**config.mk**
```make
export PLATFORM = sky130hd
export DESIGN_NAME = stack_unit
export DESIGN_NICKNAME = d
export VERILOG_FILES = /design/src/rtl/stack_unit.sv
export SDC_FILE = /design/constraint.sdc
export NUM_CORES = 1
export LEC_CHECK = 0
export BUFFER_PORTS_ARGS = -buffer_cell sky130_fd_sc_hd__buf_2
export CORE_ASPECT_RATIO = 1.4
export CORE_UTILIZATION = 30
export DETAILED_ROUTE_END_ITERATION = 6
export MAX_ROUTING_LAYER = met4
export SYNTH_ARGS = -nofsm -noshare
export SYNTH_HDL_FRONTEND = slang
export SYNTH_SLANG_ARGS = --single-unit
```
**constraint.sdc**
```tcl
create_clock -name clk -period 7.1 [get_ports clk]
set_input_delay 1.42 -clock clk [delete_from_list [all_inputs] [get_ports clk]]
set_output_delay 1.42 -clock clk [all_outputs]
set_load 0.005 [all_outputs]
```
**src/rtl/stack_unit.sv**
```systemverilog
// Operand stack with stack pointer for the single-cycle stack CPU.
// Optional over/underflow guarding is enabled by defining STACK_GUARD_EN.
module stack_unit #(
   parameter int REG_BITS = 32,
   parameter int ADDR_W   = 4
) (
   input  logic                clk,
   input  logic                reset_n,
   input  logic                commit,
   input  logic [1:0]          stack_update_mode,
   input  logic [1:0]          stack_write_src,
   input  logic [REG_BITS-1:0] alu_result,
   input  logic [REG_BITS-1:0] dmem_rdata,
   input  logic [REG_BITS-1:0] pc_temp,
   output logic [REG_BITS-1:0] tos,
   output logic [REG_BITS-1:0] nos,
   output logic [ADDR_W:0]     sp,
   output logic                empty,
   output logic                full,
   output logic                stack_err
);

   localparam int DEPTH = 2 ** ADDR_W;
   localparam int SP_W  = ADDR_W + 1;

   logic [SP_W-1:0]     sp_q, sp_d, sp_next;
   logic [REG_BITS-1:0] mem_q [DEPTH];
   logic [REG_BITS-1:0] mem_d [DEPTH];
   logic                err_q, err_d;
   logic [REG_BITS-1:0] wr_data;
   logic [ADDR_W-1:0]   wr_idx, tos_idx, nos_idx;
   logic                guard_fault;

   always_comb begin
      sp_next = sp_q;
      unique case (stack_update_mode)
         2'b00: sp_next = sp_q;
         2'b01: sp_next = sp_q + SP_W'(1);
         2'b10: sp_next = sp_q - SP_W'(2);
         2'b11: sp_next = sp_q - SP_W'(1);
      endcase
   end

   always_comb begin
      wr_data = '0;
      unique case (stack_write_src)
         2'b00: wr_data = '0;
         2'b01: wr_data = alu_result;
         2'b10: wr_data = dmem_rdata;
         2'b11: wr_data = pc_temp;
      endcase
   end

   // Indices use the low ADDR_W bits, so pointer arithmetic wraps modulo DEPTH.
   assign wr_idx  = ADDR_W'(sp_next - SP_W'(1));
   assign tos_idx = ADDR_W'(sp_q - SP_W'(1));
   assign nos_idx = ADDR_W'(sp_q - SP_W'(2));

`ifdef STACK_GUARD_EN
   always_comb begin
      guard_fault = 1'b0;
      unique case (stack_update_mode)
         2'b00: guard_fault = (stack_write_src != 2'b00) && (sp_q == '0);
         2'b01: guard_fault = (sp_q == SP_W'(DEPTH));
         2'b10: guard_fault = (sp_q < SP_W'(2));
         2'b11: guard_fault = (stack_write_src != 2'b00) ? (sp_q < SP_W'(2))
                                                         : (sp_q == '0);
      endcase
   end
`else
   assign guard_fault = 1'b0;
`endif

   always_comb begin
      sp_d  = sp_q;
      err_d = err_q;
      mem_d = mem_q;
      if (commit) begin
         if (guard_fault) begin
            err_d = 1'b1;
         end else begin
            sp_d = sp_next;
            if (stack_write_src != 2'b00) begin
               mem_d[wr_idx] = wr_data;
            end
         end
      end
   end

   always_ff @(posedge clk or negedge reset_n) begin
      if (!reset_n) begin
         sp_q  <= '0;
         err_q <= 1'b0;
         for (int i = 0; i < DEPTH; i++) begin
            mem_q[i] <= '0;
         end
      end else begin
         sp_q  <= sp_d;
         err_q <= err_d;
         for (int i = 0; i < DEPTH; i++) begin
            mem_q[i] <= mem_d[i];
         end
      end
   end

   assign sp        = sp_q;
   assign empty     = (sp_q == '0);
   assign full      = (sp_q == SP_W'(DEPTH));
   assign tos       = (sp_q == '0) ? '0 : mem_q[tos_idx];
   assign nos       = (sp_q < SP_W'(2)) ? '0 : mem_q[nos_idx];
   assign stack_err = err_q;

endmodule

```
==> results of run 1 <==
## logic make-up (layout without fill, tap and decap cells)
| group | after synthesis | after routing | synth area share |
|---|---|---|---|
| AOI/OAI and AO/OA | 515 | 515 | 0.100 |
| xor gates and xnor gates | 10 | 10 | 0.00335 |
| adders and majority gates | 6 | 6 | 0.00264 |
| buffers and inverters | 210 | 331 | 0.0322 |
| DFF | 517 | 517 | 0.456 |
| muxes | 548 | 548 | 0.338 |
| other | 1 | 10 | 0.000132 |
| and+or+nand+nor | 469 | 469 | 0.0682 |
## final cells by class
class                   instances  area share
multi-input cells            1549       0.454
well taps                    1215      0.0469
diodes                          9    0.000695
flip-flops and latches        517       0.400
inverters                      11     0.00127
clock inverters                19     0.00939
clock buffers                  71      0.0454
repair buffers                230      0.0422
## metal layers
metal  global-route usage  up-vias  routed length [um]
met2                0.310      678               43500
met1                0.251    10406               37400
met3               0.0244      196                4810
met5                    -        -                   0
met4               0.0799        0                4010
li1                     -     8636                   -
## critical path: cells and delay by family (launching register included)
kind                     cells  cell delay [ns]
AO/OA/AOI/OAI                1             0.41
flip-flops                   1             0.72
adder cells (fa/ha/maj)      1             0.39
XOR/XNOR                     1             0.20
multiplexers                 2             0.38
buffers and inverters        4             1.82
## worst paths after layout
path                                          end  slack (ns)
min                        mem_q[384]$_DFFE_PN0P_        0.50
max                                        tos[9]        1.08
max in group asynchronous  mem_q[270]$_DFFE_PN0P_        4.71
min in group asynchronous    mem_q[6]$_DFFE_PN0P_        0.83
max reg2reg                mem_q[247]$_DFFE_PN0P_        1.82
min reg2reg                mem_q[384]$_DFFE_PN0P_        0.50
## flip-flops by register name, indices dropped and copies added, names as in the netlist
signal,flops
mem_q,512
sp,5
## metrics by stage
step | setup slack, ns | hold WS [ns] | instance area (sq um) | cells
after floorplan | 2.40 | 0.461 | 28400 | 2276
after global placement | 1.67 | 0.477 | 30600 | 3522
after detailed placement | 1.67 | 0.491 | 30600 | 3522
after CTS | 1.02 | 0.504 | 32400 | 3612
after global routing | 0.873 | 0.526 | 32400 | 3620
final | 1.08 | 0.505 | 32400 | 3621
## power by group
part	internal, mW	total (mW)	switching, mW
clock network	1.73	2.94	1.21
logic	5.10	9.86	4.76
registers	4.31	5.45	1.15
## placed cells by master, fill, tap and decap left out, types with 8 or more instances in the layout
cell,netlist,layout
a21o_1,11,11
inv_1,11,10
diode_2,0,9
a22oi_1,23,23
nor2_1,204,204
mux2_2,148,148
buf_4,1,52
clkinv_2,0,8
nor2b_1,36,35
a22o_1,22,22
mux2_4,60,60
a21oi_1,213,213
nand2_1,205,205
clkbuf_8,0,12
o21ai_0,223,223
clkbuf_16,0,51
mux4_2,288,288
buf_2,49,172
mux2i_1,47,47
dfrtp_1,517,515
clkbuf_1,130,8
bufinv_16,0,8
==> flow_summary_export.csv, run 1 <==
group,metric,value,unit
global_routing,grt_max_degree,172,
synth,yosysMostFrequentCell,"dfrtp_1",
global_routing,antenna_found_initial,10,
power_and_ir_drop,p_leak,14.0,nW
global_routing,grt_first_pass_wirelength,136000,um
setup_path,required,5.68,ns
setup_path,critPathMostFrequentCell,"buf_4",
die,die_w,262,um
detailed_routing,wirelength,89700,um
synth,avgSynthCellArea,12.5,sq um
setup_path,cpPeakStageDelay,0.72,ns
detailed_routing,drtAntennaViolNets,0,
setup_path,cpMaxStageDelayCell,"dfrtp_4",
clock_tree,htree_levels,2,
power_and_ir_drop,finalPower,18.3,mW
synth,ys.flop_type,"dfrtp_1",
layout,layout-drive-gt1-share,0.348,
synth,yosysTopAreaCell,"dfrtp_1",
min_path,holdPathStages,2,
detailed_routing,drt_iter0_markers,1473,
clock_tree,clock_sinks,517,
synth,yosysTopAreaCellShare,0.456,
detailed_routing,first_pass_iters,7,
synth,syn-num-nets,2385,
layout,fin_nets,2467,
power_and_ir_drop,p_per_area,564,mW/mm^2
power_and_ir_drop,peakVddDrop,0.000313,V
synth,synth-seq-cells,517,
setup_path,crit_arrival,4.60,ns
detailed_routing,wl_per_cell,24.8,um
synth,synth_cells,2276,
setup_path,worstPathMaxFanout,37,
sta,tns,0,ns
detailed_routing,via_per_inst,5.50,
place,numPortBuffers,173,
setup_path,path_class,"register to output pin",
sta,worstMarginPinSlew,1.09,ns
clock_tree,clk_path_buf_depth,3,
synth,synth_edf_count,0,
clock_tree,cts_root_buf,"clkbuf_16",
clock_tree,cts_resized,0,
place,detailed_place_hpwl,57400,um
setup_path,r2r_cells,10,
status,status,"complete, no violations",
setup_path,crit_chain,"inv_2, buf_4, ha_1, xor2_4, buf_4, mux4_2, mux2i_1, a21oi_1, buf_2",
synth,synthTopCellsByArea,"dfrtp_1 (46%), mux4_2 (23%), mux2_2 (5.9%), o21ai_0 (3.9%), a21oi_1 (3.8%)",
setup_path,cp-end-kind,"output pin",
global_routing,grt_overflow,0,
place,place_congestion,0.821,
sta,relSlewSlack,0.272,
clock_tree,cts_tree,"done",
die,pin_count,175,
sta,rsz0062_at_grt,"no",
die,rows,133,
die,dieArea,0.0959,sq mm
layout,n_fill_cell,9252,
min_path,hp-class,"register to register",
detailed_routing,drc,0,
die,core,0.0939,sq mm
global_routing,grt_pass1_vias,20333,
job,cap_violations,0,
synth,async_flop_share,1.00,
sta,setup-violations-final,0,
die,fp.dieH,366,um
synth,netlist_area,0.0284,sq mm
setup_path,r2r-start,"sp[0]$_DFFE_PN0P_",
synth,synth_common_cells,"dfrtp_1 (517), mux4_2 (288), o21ai_0 (223)",
setup_path,crit_start,"sp[0]$_DFFE_PN0P_",
die,initial_utilization,0.302,
clock_tree,clk_pin_slew,0.07,ns
synth,ys_types,51,
global_routing,grtUsageTotal,0.195,
layout,layout.area.seq,0.0129,sq mm
sta,fin_worst_skew,0.0199,ns
sta,post-route-period-util,0.847,
clock_tree,cts_setup_buffers,0,
clock_tree,clk_latency,0.61,ns
synth,ys_warn_count,0,
min_path,holdCritStartpoint,"mem_q[384]$_DFFE_PN0P_",
sta,period_needed,6.02,ns
sta,fmax,166,MHz
sta,final_max_slew_viol_count,0,
layout,syn_to_final_growth,14.1,%
setup_path,cp-start-kind,"register",
synth,synth_seq_area_share,0.456,
layout,multi_input_area,0.0147,sq mm
layout,fin_util,0.345,
detailed_routing,via_count,19916,
clock_tree,cts_hold_buf,0,
clock_tree,cts_buffers,49,
sta,hold_violations,0,
No activity file was read; power rests on OpenSTA's default activity.
==> run 2: changes to the inputs <==
--- a/config.mk
+++ b/config.mk
@@ -5,6 +5,7 @@
 export SDC_FILE = /design/constraint.sdc
 export NUM_CORES = 1
 export LEC_CHECK = 0
+export ABC_AREA = 1
 export BUFFER_PORTS_ARGS = -buffer_cell sky130_fd_sc_hd__buf_2
 export CORE_ASPECT_RATIO = 1.4
 export CORE_UTILIZATION = 30
==> constraint.sdc (replaced) <==
create_clock -name clk -period 5.9 [get_ports clk]
set_input_delay 1.18 -clock clk [delete_from_list [all_inputs] [get_ports clk]]
set_output_delay 1.18 -clock clk [all_outputs]
set_load 0.005 [all_outputs]
==> flow_summary_export.csv, run 2 <==
group,metric,value,unit
status,status,"complete, no violations",
min_path,hp-class,"register to register",
sta,rsz0062_at_grt,"no",
layout,syn_to_final_growth,12.0,%
clock_tree,htree_levels,2,
die,dieArea,0.103,sq mm
die,core,0.101,sq mm
layout,layout-drive-gt1-share,0.0887,
die,rows,138,
power_and_ir_drop,p_per_area,554,mW/mm^2
clock_tree,cts_root_buf,"clkbuf_16",
place,detailed_place_hpwl,69900,um
synth,synth_edf_count,0,
setup_path,cp-start-kind,"register",
die,die_w,272,um
detailed_routing,first_pass_iters,5,
sta,setup-violations-final,0,
job,cap_violations,0,
layout,fin_nets,4400,
sta,post-route-period-util,0.929,
synth,avgSynthCellArea,6.96,sq um
clock_tree,clk_path_buf_depth,3,
global_routing,grtUsageTotal,0.243,
clock_tree,cts_hold_buf,0,
clock_tree,cts_setup_buffers,0,
sta,tns,0,ns
synth,yosysMostFrequentCell,"nand2_1",
sta,relSlewSlack,0.141,
setup_path,worstPathMaxFanout,21,
sta,final_max_slew_viol_count,0,
global_routing,grt_overflow,0,
synth,yosysTopAreaCellShare,0.422,
global_routing,antenna_found_initial,3,
layout,largest-register,"mem_q",
layout,num_antenna_cells,0,
place,numPortBuffers,173,
sta,fin_worst_skew,0.0202,ns
synth,syn-num-nets,4514,
synth,synthTopCellsByArea,"dfrtp_1 (42%), nand2_1 (16%), o21ai_0 (10%), nand3_1 (7.2%), a21oi_1 (7.1%)",
sta,period_needed,5.48,ns
clock_tree,cts_tree,"done",
setup_path,cpPeakStageDelay,0.70,ns
setup_path,cp-end-kind,"output pin",
synth,yosysTopAreaCell,"dfrtp_1",
detailed_routing,drt_iter0_markers,3756,
place,place_congestion,0.844,
synth,async_flop_share,1.00,
clock_tree,cts_resized,0,
synth,synth_common_cells,"nand2_1 (1268), o21ai_0 (610), dfrtp_1 (517)",
power_and_ir_drop,p_leak,16.2,nW
synth,ys_warn_count,0,
synth,ys_types,31,
sta,timing.hold.ws,0.468,ns
layout,final_common_cell,"nand2_1",
global_routing,grt_pass1_vias,29332,
detailed_routing,drtAntennaViolNets,0,
setup_path,cpMaxStageDelayCell,"inv_2",
synth,ys.flop_type,"dfrtp_1",
die,fp.dieH,380,um
detailed_routing,drc,0,
detailed_routing,via_per_inst,5.59,
die,initial_utilization,0.303,
global_routing,grt_first_pass_wirelength,187000,um
setup_path,path_class,"register to output pin",
clock_tree,clk_latency,0.65,ns
clock_tree,clk_pin_slew,0.07,ns
die,pin_count,175,
sta,hold_violations,0,
clock_tree,clock_sinks,517,
global_routing,grt_max_degree,235,
layout,largest_reg_flops,512,
setup_path,required,4.72,ns
synth,synth_seq_area_share,0.422,
setup_path,crit_chain,"inv_2, buf_4, ha_1, inv_1, nand2_1, nand2_4, inv_2, buf_4, o21ai_0, a21oi_1, buf_2",
synth,synth_cells,4405,
power_and_ir_drop,peakVddDrop,0.000373,V
detailed_routing,wl_per_cell,22.1,um
detailed_routing,wirelength,125000,um
setup_path,crit_arrival,4.30,ns
synth,synth-seq-cells,517,
clock_tree,cts_buffers,51,
synth,netlist_area,0.0306,sq mm
sta,fmax,182,MHz
layout,layout_common_cells,"nand2_1 (1257), o21ai_0 (610), dfrtp_1 (515), nand3_1 (437), a21oi_1 (432)",
sta,worstMarginPinSlew,1.29,ns
detailed_routing,via_count,31649,
-- run 2: changes by cell type after synthesis, moves of 148 or more --
| cell | delta |
|---|---|
| nand3_1 | +437 |
| clkbuf_1 | +154 |
| inv_1 | +235 |
| mux4_2 | -288 |
| nand2_1 | +1063 |
| o21ai_0 | +387 |
| a21oi_1 | +219 |
| mux2_2 | -148 |
-- run 2: layout make-up --
cell class	instances	area [sq um]
fillers	10698	66900
flip-flops and latches	517	12900
repair buffers	250	1620
inverters	255	968
well taps	1330	1660
clock buffers	67	1460
clock inverters	25	427
multi-input cells	3216	15200
-- run 2: power breakdown --
part / total (mW) / internal, mW / switching [mW]
registers: 6.17 / 5.14 / 1.04
logic: 9.03 / 2.70 / 6.33
clock network: 3.80 / 2.22 / 1.58
-- run 2: metrics by stage --
stage / instance area (sq um) / worst slack, ns / utilization / total power [mW] / std cells
finish: 34300 / 0.419 / 0.339 / 19.0 / 5660
global placement: 32400 / 1.18 / 0.320 / 15.0 / 5568
global route: 34300 / 0.280 / 0.339 / 20.3 / 5660
CTS: 34300 / 0.461 / 0.339 / 18.9 / 5660
detailed placement: 32400 / 1.15 / 0.320 / 15.1 / 5568
floorplan: 30600 / 1.88 / - / 11.7 / 4405
-- run 2: logic make-up after synthesis --
| kind of cell | count (synthesis) | share of synthesized area |
|---|---|---|
| xor+xnor | 2 | 0.00106 |
| buf+inv | 672 | 0.0863 |
| simple gates | 1942 | 0.266 |
| other cells | 1 | 0.000122 |
| flops | 517 | 0.422 |
| fa+ha+maj | 6 | 0.00245 |
| compound gates | 1265 | 0.222 |
-- run 2: worst paths after layout --
kind / start / to / slack [ns] / depth (start not counted)
max: sp[1]$_DFFE_PN0P_ / tos[30] / 0.42 / 11
min: mem_q[460]$_DFFE_PN0P_ / mem_q[460]$_DFFE_PN0P_ / 0.47 / 2
max reg2reg: sp[2]$_DFFE_PN0P_ / mem_q[419]$_DFFE_PN0P_ / 1.31 / 12
min reg2reg: mem_q[460]$_DFFE_PN0P_ / mem_q[460]$_DFFE_PN0P_ / 0.47 / 2
max in group asynchronous: reset_n / sp[1]$_DFFE_PN0P_ / 4.10 / 2
min in group asynchronous: reset_n / mem_q[307]$_DFFE_PN0P_ / 0.51 / 1
-- run 2: worst max-delay path, delay by kind of cell, from the launching register on --
family / cells / cell delay, ns
fa+ha+maj: 1 / 0.26
simple gates: 2 / 0.36
compound gates: 2 / 0.45
buf+inv: 6 / 1.95
flops: 1 / 0.60
-- run 2: routing by layer --
layer,vias to the layer above,GRT usage,wire length [um]
met4,0,0.116,6470
met2,1688,0.392,58800
met1,15043,0.301,49200
li1,14570,-,-
met3,348,0.0274,10500
met5,-,-,0
